## src/rtl/vs_spi_responder.sv

```systemverilog
// vs_spi_responder: VS10xx-style SCI/SDI responder with SCI register file, SDI byte FIFO and DREQ flow control.
module vs_spi_responder #(
    parameter int FIFO_DEPTH   = 64,
    parameter int DREQ_FREE    = 32,
    parameter int SCI_BUSY_CYC = 16
) (
    input  logic       CLK,
    input  logic       RST,
    input  logic       MP3_SCLK,
    input  logic       MP3_CS,
    input  logic       MP3_DCS,
    input  logic       MP3_MOSI,
    output logic       MP3_MISO,
    output logic       MP3_DREQ,
    output logic [15:0] SCI_MODE,
    output logic [15:0] SCI_VOL,
    output logic       SOFT_RST,
    output logic [7:0] FIFO_DATA,
    output logic       FIFO_VALID,
    input  logic       FIFO_READY,
    output logic       OVERFLOW,
    output logic       PROTO_ERR
);
    localparam int AW = $clog2(FIFO_DEPTH);
    localparam int CW = AW + 1;
    localparam int BW = $clog2(SCI_BUSY_CYC + 1);
    localparam logic [2:0] S_IDLE = 3'd0, S_OPC = 3'd1, S_ADDR = 3'd2, S_DATA = 3'd3, S_DONE = 3'd4;

    logic [7:0]    sync_q, sync_d;
    logic          sclk_p_q, sclk_p_d;
    logic [2:0]    state_q, state_d;
    logic [4:0]    bcnt_q, bcnt_d;
    logic [31:0]   sr_q, sr_d, sr_n;
    logic [15:0]   tx_q, tx_d;
    logic          rd_q, rd_d, miso_q, miso_d;
    logic [15:0]   reg_q [16];
    logic [15:0]   reg_d [16];
    logic          soft_q, soft_d;
    logic [BW-1:0] busy_q, busy_d;
    logic [7:0]    sdi_sr_q, sdi_sr_d, pbyte_q, pbyte_d;
    logic [2:0]    sdi_cnt_q, sdi_cnt_d;
    logic [1:0]    pend_q, pend_d;
    logic [7:0]    mem_q [FIFO_DEPTH];
    logic [AW-1:0] wptr_q, wptr_d, rptr_q, rptr_d;
    logic [CW-1:0] cnt_q, cnt_d;
    logic          ovf_q, ovf_d, perr_q, perr_d, dreq_q, dreq_d;
    logic          we, byte_done, pop, acc;
    logic          sclk_s, cs_s, dcs_s, mosi_s, rise, fall;
    logic [3:0]    waddr;
    logic [15:0]   wdata;

    assign {sclk_s, cs_s, dcs_s, mosi_s} = sync_q[7:4];
    assign rise  = sclk_s & ~sclk_p_q;
    assign fall  = ~sclk_s & sclk_p_q;
    assign sr_n  = {sr_q[30:0], mosi_s};
    assign waddr = sr_n[19:16];
    assign wdata = sr_n[15:0];
    assign pop   = (cnt_q != '0) && FIFO_READY;
    assign acc   = pend_q[1] && (cnt_q != CW'(FIFO_DEPTH) || pop);

    always_comb begin
        sync_d   = {sync_q[3:0], MP3_SCLK, MP3_CS, MP3_DCS, MP3_MOSI};
        sclk_p_d = sclk_s;
        state_d  = state_q;
        bcnt_d   = bcnt_q;
        sr_d     = sr_q;
        tx_d     = tx_q;
        rd_d     = rd_q;
        miso_d   = miso_q;
        we       = 1'b0;
        if (cs_s) begin
            state_d = S_IDLE;
            rd_d    = 1'b0;
            miso_d  = 1'b0;
        end else if (state_q == S_IDLE) begin
            state_d = S_OPC;
            bcnt_d  = '0;
        end else begin
            if (rise && state_q != S_DONE) begin
                sr_d   = sr_n;
                bcnt_d = bcnt_q + 5'd1;
                if (bcnt_q == 5'd7) state_d = S_ADDR;
                if (bcnt_q == 5'd15) begin
                    state_d = S_DATA;
                    rd_d    = sr_n[15:8] == 8'h03;
                    tx_d    = sr_n[7:4] == 4'h0 ? reg_q[sr_n[3:0]] : 16'h0000;
                end
                if (bcnt_q == 5'd31) begin
                    state_d = S_DONE;
                    we      = sr_n[31:24] == 8'h02 && sr_n[23:20] == 4'h0;
                end
            end
            if (fall && rd_q) begin
                miso_d = tx_q[15];
                tx_d   = {tx_q[14:0], 1'b0};
            end
        end
    end

    // SM_RESET is never stored; writing it only produces the pulse and the FIFO flush.
    always_comb begin
        reg_d  = reg_q;
        soft_d = 1'b0;
        busy_d = busy_q != '0 ? busy_q - BW'(1) : '0;
        if (we) begin
            reg_d[waddr] = waddr == 4'h0 ? (wdata & 16'hFFFB) : wdata;
            soft_d       = waddr == 4'h0 && wdata[2];
            busy_d       = BW'(SCI_BUSY_CYC);
        end
    end

    always_comb begin
        sdi_sr_d  = sdi_sr_q;
        sdi_cnt_d = sdi_cnt_q;
        byte_done = 1'b0;
        if (dcs_s) begin
            sdi_cnt_d = '0;
        end else if (cs_s && rise) begin
            sdi_sr_d  = {sdi_sr_q[6:0], mosi_s};
            sdi_cnt_d = sdi_cnt_q + 3'd1;
            byte_done = sdi_cnt_q == 3'd7;
        end
        pend_d  = {pend_q[0], byte_done};
        pbyte_d = byte_done ? {sdi_sr_q[6:0], mosi_s} : pbyte_q;
        perr_d  = perr_q | (~cs_s & ~dcs_s);
        ovf_d   = ovf_q | (pend_q[1] & ~acc);
        wptr_d  = soft_d ? '0 : wptr_q + AW'(acc);
        rptr_d  = soft_d ? '0 : rptr_q + AW'(pop);
        cnt_d   = soft_d ? '0 : cnt_q + CW'(acc) - CW'(pop);
        dreq_d  = cnt_d <= CW'(FIFO_DEPTH - DREQ_FREE) && busy_d == '0;
    end

    always_ff @(posedge CLK or posedge RST) begin
        if (RST) begin
            sync_q    <= 8'b0110_0110;
            sclk_p_q  <= 1'b0;
            state_q   <= S_IDLE;
            bcnt_q    <= '0;
            sr_q      <= '0;
            tx_q      <= '0;
            rd_q      <= 1'b0;
            miso_q    <= 1'b0;
            for (int i = 0; i < 16; i++) reg_q[i] <= i == 0 ? 16'h0800 : 16'h0000;
            soft_q    <= 1'b0;
            busy_q    <= '0;
            sdi_sr_q  <= '0;
            sdi_cnt_q <= '0;
            pend_q    <= '0;
            pbyte_q   <= '0;
            wptr_q    <= '0;
            rptr_q    <= '0;
            cnt_q     <= '0;
            ovf_q     <= 1'b0;
            perr_q    <= 1'b0;
            dreq_q    <= 1'b0;
        end else begin
            sync_q    <= sync_d;
            sclk_p_q  <= sclk_p_d;
            state_q   <= state_d;
            bcnt_q    <= bcnt_d;
            sr_q      <= sr_d;
            tx_q      <= tx_d;
            rd_q      <= rd_d;
            miso_q    <= miso_d;
            reg_q     <= reg_d;
            soft_q    <= soft_d;
            busy_q    <= busy_d;
            sdi_sr_q  <= sdi_sr_d;
            sdi_cnt_q <= sdi_cnt_d;
            pend_q    <= pend_d;
            pbyte_q   <= pbyte_d;
            wptr_q    <= wptr_d;
            rptr_q    <= rptr_d;
            cnt_q     <= cnt_d;
            ovf_q     <= ovf_d;
            perr_q    <= perr_d;
            dreq_q    <= dreq_d;
        end
    end

    always_ff @(posedge CLK) begin
        if (acc) mem_q[wptr_q] <= pbyte_q;
    end

    assign MP3_MISO   = miso_q;
    assign MP3_DREQ   = dreq_q;
    assign SCI_MODE   = reg_q[0];
    assign SCI_VOL    = reg_q[11];
    assign SOFT_RST   = soft_q;
    assign FIFO_VALID = cnt_q != '0;
    assign FIFO_DATA  = cnt_q != '0 ? mem_q[rptr_q] : 8'h00;
    assign OVERFLOW   = ovf_q;
    assign PROTO_ERR  = perr_q;
endmodule

```

## config.mk

```make
export PLATFORM = sky130hd
export DESIGN_NAME = vs_spi_responder
export DESIGN_NICKNAME = d
export VERILOG_FILES = /design/src/rtl/vs_spi_responder.sv
export SDC_FILE = /design/constraint.sdc
export NUM_CORES = 1
export LEC_CHECK = 0
export ABC_AREA = 0
export BUFFER_PORTS_ARGS = -buffer_cell sky130_fd_sc_hd__buf_2
export CELL_PAD_IN_SITES_DETAIL_PLACEMENT = 1
export CELL_PAD_IN_SITES_GLOBAL_PLACEMENT = 2
export CORE_UTILIZATION = 45
export CTS_CLUSTER_SIZE = 40
export DETAILED_ROUTE_END_ITERATION = 12
export GPL_ROUTABILITY_DRIVEN = 0
export PLACE_DENSITY_LB_ADDON = 0.25
export SYNTH_ARGS = -nofsm -noshare
export SYNTH_HDL_FRONTEND = slang
export SYNTH_SLANG_ARGS = --single-unit
export TNS_END_PERCENT = 100
```

## constraint.sdc

```tcl
create_clock -name CLK -period 32.4 [get_ports CLK]
set_clock_uncertainty 0.15 [all_clocks]
set_input_delay 4.86 -clock CLK [delete_from_list [all_inputs] [get_ports CLK]]
set_output_delay 4.86 -clock CLK [all_outputs]
set_load 0.03 [all_outputs]
```

# Word level (Yosys, flattened, before mapping)
# Memory sizes are Yosys's and may differ from the RTL's.
# Index checks and enable logic that the tools add are counted.
op_classes:
  add_sub_neg: 7
  order_cmp: 4
  eq_ne: 9
  muxes: 43
  n_bitwise: 14
  reduce_logical: 33
ops:
  columns: ["cell", "count"]
  rows:
  - ["256-bit bitwise mux", 1]
  - ["16-bit 2-to-1 mux", 7]
  - ["16-bit binary-select mux with 4-bit select", 1]
  - ["16-bit demux with 4-bit select", 1]
  - ["3-bit 2-to-1 mux", 9]
  - ["5-bit 2-to-1 mux", 4]
  - ["8-bit by 2-bit equality test with 1-bit output (second input constant)", 2]
  - ["1-bit 2-to-1 mux", 16]
  - ["2-bit nonzero test", 7]
  - ["6-bit by 1-bit adder with 6-bit output", 2]
  - ["4-bit zero test", 3]
  - ["6-bit 2-to-1 mux", 2]
  - ["5-bit greater-or-equal comparator (second input constant)", 2]
  - ["4-bit NOT with 5-bit output", 2]
  - ["5-bit nonzero test", 2]
  - ["1-bit logical AND", 9]
  - ["8-bit 2-to-1 mux", 1]
  - ["2-bit AND reduction", 4]
  - ["7-bit by 1-bit adder with 7-bit output", 1]
  - ["7-bit by 6-bit less-or-equal comparator with 1-bit output (second input constant)", 1]
  - ["7-bit 2-to-1 mux", 1]
  - ["7-bit inequality test (second input constant)", 1]
  - ["7-bit nonzero test", 1]
  - ["7-bit by 1-bit subtractor with 7-bit output", 1]
  - ["19 further kinds", 29]
totals:
  regBits: 370
  mem_bits_rw: 512
  out_inout_bits: 46
  elab_cells: 147
  n_memories: 1
memory_table:
  columns: ["name", "words", "width", "rd", "rd_clocked_by_memory_dff", "wr", "line_no", "source"]
  rows:
  - ["mem_q", 64, 8, 1, 0, 1, "43", "logic [7:0] mem_q [FIFO_DEPTH];"]

# Longest topological paths before layout
logic_depth:
  word_depth: 10
  ltp_mapped: 14

# Worst setup path after synthesis
# OpenSTA, ideal clock, no wires.
synth_path:
  path_type: "reg-to-output"
  startpoint: "register cnt_q[4]"
  endpoint: "output port FIFO_DATA[2]"
  arrival_time_ns: 2.302
  t_required_ns: 27.390
  slack_ns: 25.088
  path_stages_with_launch: 9
  path_cell_list: "dfrtp_1 > inv_1 > ha_1 > nand4bb_1 > or2_0 > nor2b_1 > clkbuf_1 > nand2_1 > o21ai_0"
synth_via:
  elab_chain_len: 2
synth_rtl:
  columns: ["element", "line_no", "source"]
  rows:
  - ["start, declared", "45", "logic [CW-1:0] cnt_q, cnt_d;"]
  - ["start signal, assigned", "174", "cnt_q <= cnt_d;"]
  - ["7-bit nonzero test", null, null]
  - ["net FIFO_VALID", "19", "output logic FIFO_VALID,"]
  - ["8-bit 2-to-1 mux", "191", "assign FIFO_DATA = cnt_q != '0 ? mem_q[rptr_q] : 8'h00;"]
  - ["end, declared", "18", "output logic [7:0] FIFO_DATA,"]
# The timed path passes the listed nets, and every way through them passes these cells.

# Final worst setup path
layout_path:
  startpoint: "register rptr_q[0]"
  endpoint: "output port FIFO_DATA[1]"
layout_via:
  elab_chain_len: 2
layout_rtl:
  columns: ["element", "line_no", "source"]
  rows:
  - ["start, declared", "44", "logic [AW-1:0] wptr_q, wptr_d, rptr_q, rptr_d;"]
  - ["start signal, assigned", "173", "rptr_q <= rptr_d;"]
  - ["memory 64 x 8 bit", null, null]
  - ["8-bit 2-to-1 mux", "191", null]
# No other way between the ends.

==> impl_metrics.csv <==
group,metric,value,unit
status,outcome,"finished clean",
power_and_ir_drop,power_density,65.1,nW/um^2
floorplan,die_area,82900,um^2
cts,cts_tree,"yes",
cts,clock_latency,640,ps
logic_synthesis,ys_async_sr_fraction,0.420,
placement,port_buffers,52,
cts,cts_buffer_depth,3,
grt,grt_usage,0.216,
cts,cts_resized,0,
placement,post-place-ws,23470,ps
sta,finalSetupViolCount,0,
grt,grt_pass1_vias,20900,
sta,finalCritPeriodShare,0.292,
logic_synthesis,synthCells,2090,
sta,fmax,106,MHz
critical_path,start_kind,"flop",
logic_synthesis,yosys.area.top_type,"edfxtp_1",
cts,cts_setup_buffers,0,
detailed_routing,drt-total-wl,86100,um
sta,setup_slack,22930,ps
sta,relSlewSlack,0.167,
placement,hpwl,52100,um
floorplan,die_w,288,um
sta,maxSlewViolCount,0,
layout,multiInputGateArea,11200,um^2
cts,htree_levels,3,
sta,hold_viol,0,
power_and_ir_drop,power,0.00265,W
cts,cts.root.buffer_cell,"clkbuf_16",
floorplan,coreArea,80700,um^2
detailed_routing,post_drt_wl_per_cell,26.7,um
floorplan,die_y,288,um
floorplan,rows,104,
layout,fill_cells,7435,
critical_path,crit_fanout,52,
grt,grt_pass1_wl,133000,um
detailed_routing,first_pass_iters,7,
layout,area.sequential,24700,um^2
cts,cts_hold_buf,0,
sta,rsz0062_at_grt,"no",
critical_path,path_class,"flop to output port",
logic_synthesis,ys_ff_latch,882,
critical_path,cp.arrival,4460,ps
logic_synthesis,synth.avg_cell_area,17.6,um^2
cts,cts_sinks,882,
logic_synthesis,ys_seq_area_frac,0.670,
layout,syn_to_final_growth,10.5,%
grt,grt_start_max_net_pins,179,
logic_synthesis,synth-edff-count,512,
logic_synthesis,synth_nets,2116,
sta,worstMarginPinSlew,1250,ps
grt,overflow,0,
logic_synthesis,synth_top_area_frac,0.418,
detailed_routing,vias,18600,
cts,clkTransAtPathRegs,60,ps
min_path,hp-class,"flop to flop",
logic_synthesis,synth_flop_cell,"edfxtp_1",
power_and_ir_drop,ir_worst_vdd,0.0475,mV
power_and_ir_drop,leakagePower,16.5,nW
critical_path,required,27390,ps
detailed_routing,drc_errors,0,
floorplan,initial_core_util,0.456,
detailed_routing,drtIter0Drc,1154,
sta,min_period,9470,ps
critical_path,r2r_slack,28350,ps
logic_synthesis,syn_area,36800,um^2
layout,fin_cells,3220,
detailed_routing,detail-route-antenna-nets,0,
logic_synthesis,yosysUniqueCellTypes,67,
cts,numCtsBuffers,94,
layout,fin_nets,2110,
flow_run,maxCapViolCount,0,
layout,drive_above_1_share,0.341,
grt,antenna_found_initial,0,
detailed_routing,via_per_inst,5.79,
logic_synthesis,yosys-top-cells-area,"edfxtp_1, dfrtp_1, mux4_2",
sta,finalSetupTns,0,ps
placement,placed_cells,3048,
floorplan,ioPinCount,53,
logic_synthesis,ys.warnings.count,0,
critical_path,end_kind,"output port",
## layout make-up
type	count	share of cell area
flip-flops and latches	882	0.607
clock buffers	135	0.0660
diodes	1	0.0000615
well taps	1060	0.0326
inverters	17	0.00175
clock inverters	36	0.00776
repair buffers	72	0.0104
multi-input cells	1017	0.275
## cells in the mapped netlist, drive strengths merged (10+ instances only)
library cell and number:
nor2b 39, mux2 276, edfxtp 512, xnor2 10
mux4 209, inv 16, nand3 29, a221o 16
nor2 106, dfrtp 365, nand2 123, a211oi 39
ha 18, mux2i 34, clkbuf 73, buf 101
## placed cells by master (no fill, tap or decap), drive strengths merged, types with 5 or more instances in the layout
cell type  synthesis  final
nand4              7      7
dfrtp            365    365
edfxtp           512    512
a21oi              9      9
nor2b             39     39
ha                18     18
xor2               7      7
inv               16     21
a211oi            39     39
nand3             29     29
nor2             106    106
clkbuf            73    135
nand2            123    123
nand2b             9      9
o21ai              9      9
nor4               6      6
a221o             16     16
nand3b             5      5
nor3               7      7
mux4             209    209
a22oi              8      8
mux2             276    276
dfstp              5      5
buf              101     72
bufinv             0      5
clkinv             1     27
a31o               5      5
a2111oi            5      5
xnor2             10     10
mux2i             34     34
## worst max-delay path: stages (launching register included)
cell and delay [ps]:
dfrtp_4 860, buf_4 880, mux4_2 620, mux4_2 460, nor2_1 260, a2111oi_0 190
a31o_1 250, buf_2 180
## path summary, 6_finish.rpt
check / from / end / cells after the start
worst max-delay path: rptr_q[0] / FIFO_DATA[1] / 7
worst min-delay path: pend_q[0] / pend_q[1] / 0
worst max register to register: sclk_p_q / reg_q[99] / 6
worst min register to register: pend_q[0] / pend_q[1] / 0
max in group asynchronous: RST / pbyte_q[6] / 3
min in group asynchronous: RST / SCI_VOL[6] / 2
## flip-flops by register name (all words and copies together) (netlist names), 2 cells and up
register,flops
rptr_q,6
reg_q,224
sdi_sr_q,7
state_q,3
cnt_q,7
sdi_cnt_q,3
pbyte_q,8
mem_q,512
SCI_VOL,16
SCI_MODE,16
bcnt_q,5
busy_q,5
sync_q,8
tx_q,16
wptr_q,6
sr_q,31
pend_q,2
## cells by family (layout without fill, tap and decap cells)
family	count (synthesis)	count (layout)	share of synthesized area
fa+ha+maj	19	19	0.00667
buf+inv	191	260	0.0273
other cells	0	1	0
simple gates	353	353	0.0477
compound gates	109	109	0.0228
xor+xnor	17	17	0.00405
flops	882	882	0.670
mux	519	519	0.222
## power by group
part / switching [W] / internal, W / leakage [nW] / total, W
sequential: 0.0000574 / 0.00120 / 10.4 / 0.00125
clock: 0.000433 / 0.000614 / 1.47 / 0.00105
combinational: 0.000206 / 0.000143 / 4.59 / 0.000348
## routing by layer
layer / track usage / share of wire / routed length, um / up-vias
met4: 0.0681 / 0.029 / 2500 / 0
li1: - / - / - / 8024
met3: 0.0381 / 0.044 / 3820 / 148
met2: 0.368 / 0.51 / 44000 / 419
met5: 0 / 0 / 0 / -
met1: 0.281 / 0.42 / 35800 / 10000
## metrics by stage
| stage | hold slack [ps] | util | instance area (um^2) |
|---|---|---|---|
| after floorplan | 181 | - | 36800 |
| after global placement | 186 | 0.467 | 37700 |
| after detailed placement | 186 | 0.467 | 37700 |
| after CTS | 200 | 0.504 | 40700 |
| after global routing | 209 | 0.504 | 40700 |
| final | 198 | 0.504 | 40700 |
(Power assumes the default switching activity.)
